==> src/rtl/pipe_ctrl.sv <==
// Pipeline sequencing controller for the five-stage core: per-stage enables and bubbles,
// HALT drain sequencing and a saturating stall-cycle counter.
module pipe_ctrl #(
  parameter int unsigned CNT_W        = 16,
  parameter int unsigned DRAIN_CYCLES = 3
) (
  input  logic             clk,
  input  logic             rst,
  input  logic             load_use,
  input  logic             br_taken,
  input  logic             halt_de,
  input  logic             imem_busy,
  input  logic             dmem_busy,
  output logic             pc_en,
  output logic             fd_en,
  output logic             de_en,
  output logic             em_en,
  output logic             mw_en,
  output logic             fd_flush,
  output logic             de_flush,
  output logic             mw_flush,
  output logic             halted,
  output logic [CNT_W-1:0] stall_cycles
);

  localparam int unsigned DW = (DRAIN_CYCLES + 1 > 1) ? $clog2(DRAIN_CYCLES + 1) : 1;

  typedef enum logic [1:0] {StRun, StHalting, StHalted} state_e;

  state_e           state_q, state_d;
  logic [DW-1:0]    drain_q, drain_d;
  logic [CNT_W-1:0] stall_q, stall_d;

  logic pc_c, fd_c, de_c, em_c, mw_c;
  logic fd_fl_c, de_fl_c, mw_fl_c, halted_c;

  always_comb begin
    pc_c     = 1'b1;
    fd_c     = 1'b1;
    de_c     = 1'b1;
    em_c     = 1'b1;
    mw_c     = 1'b1;
    fd_fl_c  = 1'b0;
    de_fl_c  = 1'b0;
    mw_fl_c  = 1'b0;
    halted_c = 1'b0;
    state_d  = state_q;
    drain_d  = drain_q;

    unique case (state_q)
      StRun: begin
        if (dmem_busy) begin
          // Freeze everything upstream of MEM; only MW advances, carrying a bubble.
          pc_c    = 1'b0;
          fd_c    = 1'b0;
          de_c    = 1'b0;
          em_c    = 1'b0;
          mw_fl_c = 1'b1;
        end else if (br_taken) begin
          fd_fl_c = 1'b1;
          de_fl_c = 1'b1;
        end else if (load_use) begin
          pc_c    = 1'b0;
          fd_c    = 1'b0;
          de_fl_c = 1'b1;
        end else if (halt_de) begin
          pc_c    = 1'b0;
          fd_fl_c = 1'b1;
          state_d = StHalting;
          drain_d = DW'(DRAIN_CYCLES - 1);
        end else if (imem_busy) begin
          pc_c    = 1'b0;
          fd_fl_c = 1'b1;
        end
      end

      StHalting: begin
        if (dmem_busy) begin
          pc_c    = 1'b0;
          fd_c    = 1'b0;
          de_c    = 1'b0;
          em_c    = 1'b0;
          mw_fl_c = 1'b1;
        end else begin
          pc_c    = 1'b0;
          fd_fl_c = 1'b1;
          de_fl_c = 1'b1;
          if (drain_q == '0) begin
            state_d = StHalted;
          end else begin
            drain_d = drain_q - DW'(1);
          end
        end
      end

      StHalted: begin
        pc_c     = 1'b0;
        fd_c     = 1'b0;
        de_c     = 1'b0;
        em_c     = 1'b0;
        mw_c     = 1'b0;
        halted_c = 1'b1;
      end

      default: state_d = StRun;
    endcase
  end

  always_comb begin
    stall_d = stall_q;
    if (state_q != StHalted && !pc_c && stall_q != '1) begin
      stall_d = stall_q + CNT_W'(1);
    end
  end

  always_ff @(posedge clk or negedge rst) begin
    if (!rst) begin
      state_q <= StRun;
      drain_q <= '0;
      stall_q <= '0;
    end else begin
      state_q <= state_d;
      drain_q <= drain_d;
      stall_q <= stall_d;
    end
  end

  // Reset forces every control low, including the RUN defaults.
  assign pc_en        = rst & pc_c;
  assign fd_en        = rst & fd_c;
  assign de_en        = rst & de_c;
  assign em_en        = rst & em_c;
  assign mw_en        = rst & mw_c;
  assign fd_flush     = rst & fd_fl_c;
  assign de_flush     = rst & de_fl_c;
  assign mw_flush     = rst & mw_fl_c;
  assign halted       = rst & halted_c;
  assign stall_cycles = stall_q;

endmodule

==> config.mk <==
export PLATFORM = sky130hd
export DESIGN_NAME = pipe_ctrl
export DESIGN_NICKNAME = d
export VERILOG_FILES = /design/src/rtl/pipe_ctrl.sv
export SDC_FILE = /design/constraint.sdc
export NUM_CORES = 1
export LEC_CHECK = 0
export ABC_CLOCK_PERIOD_IN_PS = 2500
export BUFFER_PORTS_ARGS = -buffer_cell sky130_fd_sc_hd__buf_2
export CAP_MARGIN = 5
export CORE_ASPECT_RATIO = 1.25
export CORE_MARGIN = 2
export CORE_UTILIZATION = 46
export DETAILED_ROUTE_END_ITERATION = 16
export GPL_ROUTABILITY_DRIVEN = 0
export PLACE_DENSITY = 0.83
export SYNTH_ARGS = -nofsm -noshare
export SYNTH_HDL_FRONTEND = slang
export SYNTH_SLANG_ARGS = --single-unit
==> constraint.sdc <==
create_clock -name clk -period 2.5 [get_ports clk]
set_input_delay 0.375 -clock clk [delete_from_list [all_inputs] [get_ports clk]]
set_output_delay 0.375 -clock clk [all_outputs]
set_load 0.01 [all_outputs]
# --- Word-level counts from Yosys, hierarchy flattened ---
# Index checks and enable logic that the tools add are counted.
totals:
  regBits: 20
  in_bits: 7
op_classes:
  n_addsub: 2
  eq_ne: 11
  n_mux: 40
  bitwise_logic: 9
  reduce_logical: 10
ops:
  columns: ["operator", "n"]
  rows:
  - ["2-bit 2-to-1 mux", 12]
  - ["1-bit 2-to-1 mux", 21]
  - ["16-bit by 1-bit adder with 16-bit output (second input constant)", 1]
  - ["16-bit != test (second input constant)", 1]
  - ["2-bit != test (second input constant)", 8]
  - ["7-bit AND reduction", 2]
  - ["1-bit bitwise AND", 8]
  - ["1-bit case mux with 2 select lines", 4]
  - ["2-bit case mux with 3 select lines", 1]
  - ["2-bit zero test", 2]
  - ["2-bit case mux with 2 select lines", 1]
  - ["2-bit OR reduction", 2]
  - ["1-bit case mux with 3 select lines", 1]
  - ["2-bit by 1-bit equality test with 1-bit output (second input constant)", 1]
  - ["2-bit equality test (second input constant)", 1]
  - ["1-bit logical AND", 2]
  - ["2-bit nonzero test", 1]
  - ["2-bit by 1-bit subtractor with 2-bit output (second input constant)", 1]
  - ["1-bit zero test", 1]
  - ["1-bit NOT", 1]

# --- Depth between registers and ports, before layout ---
depth:
  word_depth: 9
  ltp_mapped: 7

# --- Worst setup path after synthesis ---
# OpenSTA, ideal clock, no wires.
synth_timing:
  path_type: "register -> register"
  startpoint: "register state_q[0]"
  endpoint: "register stall_q[13], in the netlist stall_cycles[13]"
  setup_time_ns: 0.128
  arrival_ns: 2.149
  required_time_ns: 2.372
  slack_ns: 0.223
  path_stages_with_launch: 8
  period_less_slack_ns: 2.277
  path_cell_list: "dfrtp_1 > inv_1 > ha_1 > and3b_1 > a2111o_1 > a31o_2 > or4_4 > xnor2_2"
synth_via:
  elab_chain_cells: 6
  word_cells_on_any_way: 9
  classes_between: "eq/ne (3); mux (1); reduce/logical (5)"
synth_rtl:
  columns: ["element", "line", "source"]
  rows:
  - ["start, declared", "30", "state_e state_q, state_d;"]
  - ["start signal, assigned", "118", "state_q <= StRun;"]
  - ["start signal, assigned", "122", "state_q <= state_d;"]
  - ["2-bit by 1-bit equality test with 1-bit output or 2-bit equality test (tied branches)", "50", "unique case (state_q)"]
  - ["2-bit OR reduction (no source line)", null, null]
  - ["1-bit case mux with 2 select lines", "50", null]
  - ["1-bit zero test", "111", "if (state_q != StHalted && !pc_c && stall_q != '1) begin"]
  - ["1-bit logical AND * (2 in a row)", "111", null]
  - ["end signal, assigned", "124", "stall_q <= stall_d;"]
  - ["end, declared", "32", "logic [CNT_W-1:0] stall_q, stall_d;"]
# Mark *: on every way between the ends. The rest lies on a longest branch, timed or not.
# A chain may end at the register's enable or synchronous reset.

# --- Worst setup path after layout ---
# Ends and elaborated chain as after synthesis.

==> metrics.yaml <==
path_cells: "inv_1, ha_1, and3b_1, a2111o_1, a31o_2, or4_4, xnor2_2"
yosysTopAreaCell: "dfrtp_1"
nets: 179
diodes: 0
crit_buf_inv: 1
clkTransAtPathRegs_ns: 0.10
yosysWarnings: 0
setup_ws_ns: 0.113
grt.total_usage_pct: 18.4
drt_wl_total_mm: 2.47
ys_ff_latch: 20
rsz0062_at_grt: "no"
clock_skew_ns: 0.00284
ys_seq_area_share_pct: 41.2
netlist_instances: 129
rr_worst_depth: 7
synthToLayoutAreaGrowth_pct: 18.6
final-setup-viol-count: 0
fin_cells: 196
viasPerCell: 5.51
synth_top_area_share_pct: 41.2
die_h_um: 61.5
grt_max_degree: 28
use_met3_pct: 1.46
grt_antenna_before_repair: 0
die_area_um2: 3070
irDropWorstVdd_mv: 0.606
drtIter0Drc: 20
io_pins: 32
clock_latency_ns: 0.30
clockBufferDepth: 2
leakagePower_nw: 0.684
routedWlPerCell_um: 12.6
fin_area_um2: 1440
gr-usage-met1_pct: 22.5
grt_pass1_wl_mm: 4.44
initial_core_util_pct: 49.1
timing.max_cap.violations: 0
cp.arrival_ns: 2.58
cts_setup_buffers: 0
busiest_layer: "met2"
coreArea_um2: 2480
required_ns: 2.69
hold_viol: 0
synth.area.top_cells: "dfrtp_1, ha_1, xnor2_1"
port_buffers: 31
use_met2_pct: 34.0
max_slew_margin_pct: 62.0
tightest_slew_ns: 0.565
crit_family: "simple AND/OR/NAND/NOR gates"
ant_nets: 0
r2r_slack_ns: 0.11
cts_tree: "built"
path_class: "flip-flop to flip-flop"
fin_crit_ns: 2.39
synth_fp_nets: 143
first_pass_iters: 5
crit_path_end_kind: "flip-flop"
htree_num_levels: 1
synth_edf_count: 0
clkSinkCount: 20
grt-ovfl-total: 0
multi_input_area_um2: 676
drive_above_1_share_pct: 27.0
final_core_util_pct: 58.2
drc_errors: 0
synth_most_common_cell: "dfrtp_1"
max_stage_delay_ns: 0.50
r2r-end: "stall_cycles[13]"
die_x_um: 50.0
yosysUniqueCellTypes: 34
placed_cells: 193
yosys-top-cells-count: "dfrtp_1, nand2_1, inv_1, nand3_1"
hp-class: "input pin to asynchronous set/reset pin"
vias: 1080
finalMaxSlewViolations: 0
dpl-instance-area_um2: 1420
min_period_over_period_pct: 95.5
seq_area_um2: 503
avgSynthCellArea_um2: 9.43
async_flop_share_pct: 100
numCtsBuffers: 3
fp-row-count: 20
cp_max_fo: 7
post-place-ws_ns: 0.0782
fill_cells: 234
synthFlopType: "dfrtp_1"
timing.fmax_mhz: 419
rr_startpoint: "state_q[0]"
synth_area_um2: 1220
first_global_vias: 1042
clockRootBuffer: "clkbuf_4"
critPathSlowestCell: "or4_4"
critPathLaunchType: "flip-flop"
outcome: "finished, final reports clean"
powerDensity_nw_per_um2: 991
finalSetupTns_ns: 0
hpwlAfterDp_mm: 1.96
routing by layer:
layer  wire, µm  up-vias  part of all wire (%)
met5          0        -                     0
met4         35        0                   1.4
met3        139        5                   5.6
met2       1270       40                    51
met1       1030      511                    42
li1           -      524                     -
cell type report:
type | instances | area share [%]
multi-input cells | 99 | 46.8
flip-flops and latches | 20 | 34.9
repair buffers | 33 | 11.8
well taps | 33 | 2.86
inverters | 8 | 2.08
clock buffers | 3 | 1.56
cell families (layout without fill, tap and decap cells):
logic type	after synthesis	in the layout	share of synthesized area [%]
AO/OA/AOI/OAI	25	25	13.2
multiplexers	4	4	3.60
XOR/XNOR	13	13	9.98
adder cells (fa/ha/maj)	7	7	7.20
AND/OR/NAND/NOR	50	50	21.5
buffers and inverters	10	44	3.40
flip-flops	20	20	41.2
sequential cells by signal (all words and copies together) (netlist names):
signal and cells:
drain_q 2, stall_cycles 16, state_q 2
report_power, final:
part	leakage [nW]	switching, mW	internal (mW)
clock	0.0138	0.0904	0.0562
combinational	0.434	0.424	0.348
sequential	0.237	0.0939	0.418
worst max path at each step:
stage | from | end | cells after the start
finish | state_q[0] | stall_cycles[13] | 7
global route | state_q[1] | stall_cycles[13] | 7
CTS | state_q[0] | stall_cycles[13] | 7
detailed placement | state_q[0] | stall_cycles[13] | 7
global placement | state_q[0] | stall_cycles[13] | 7
floorplan | state_q[0] | stall_cycles[13] | 7
repair_timing:
action / 4_1_cts / 5_1_grt
hold buffers: 0 / 0
resized for setup: 0 / 3
hold endpoints to repair: 0 / 0
setup endpoints to repair: 0 / 4
stage by stage:
stage	hold WS (ns)	power, mW
floorplan	0.0794	1.04
global placement	0.377	1.25
detailed placement	0.391	1.28
CTS	0.0668	1.43
global route	0.0782	1.57
finish	0.0416	1.43
cell usage in the layout, fill, tap and decap left out, types with 2 or more instances in the layout:
master    count
clkbuf_4      3
nor2b_1       3
dfrtp_2       2
mux2_2        3
a31oi_1       3
a21oi_1       7
xnor2_1       7
buf_2        31
xor2_1        5
nor3_1        7
nand4_1       3
inv_1         8
o21a_1        3
nor2_1        7
buf_4         2
nand2b_1      2
and3_1        3
and2_1        4
dfrtp_1      18
o21ai_0       5
ha_1          7
nand2_1       9
nand3_1       8
Note: power is estimated with default switching activity, not from simulation.
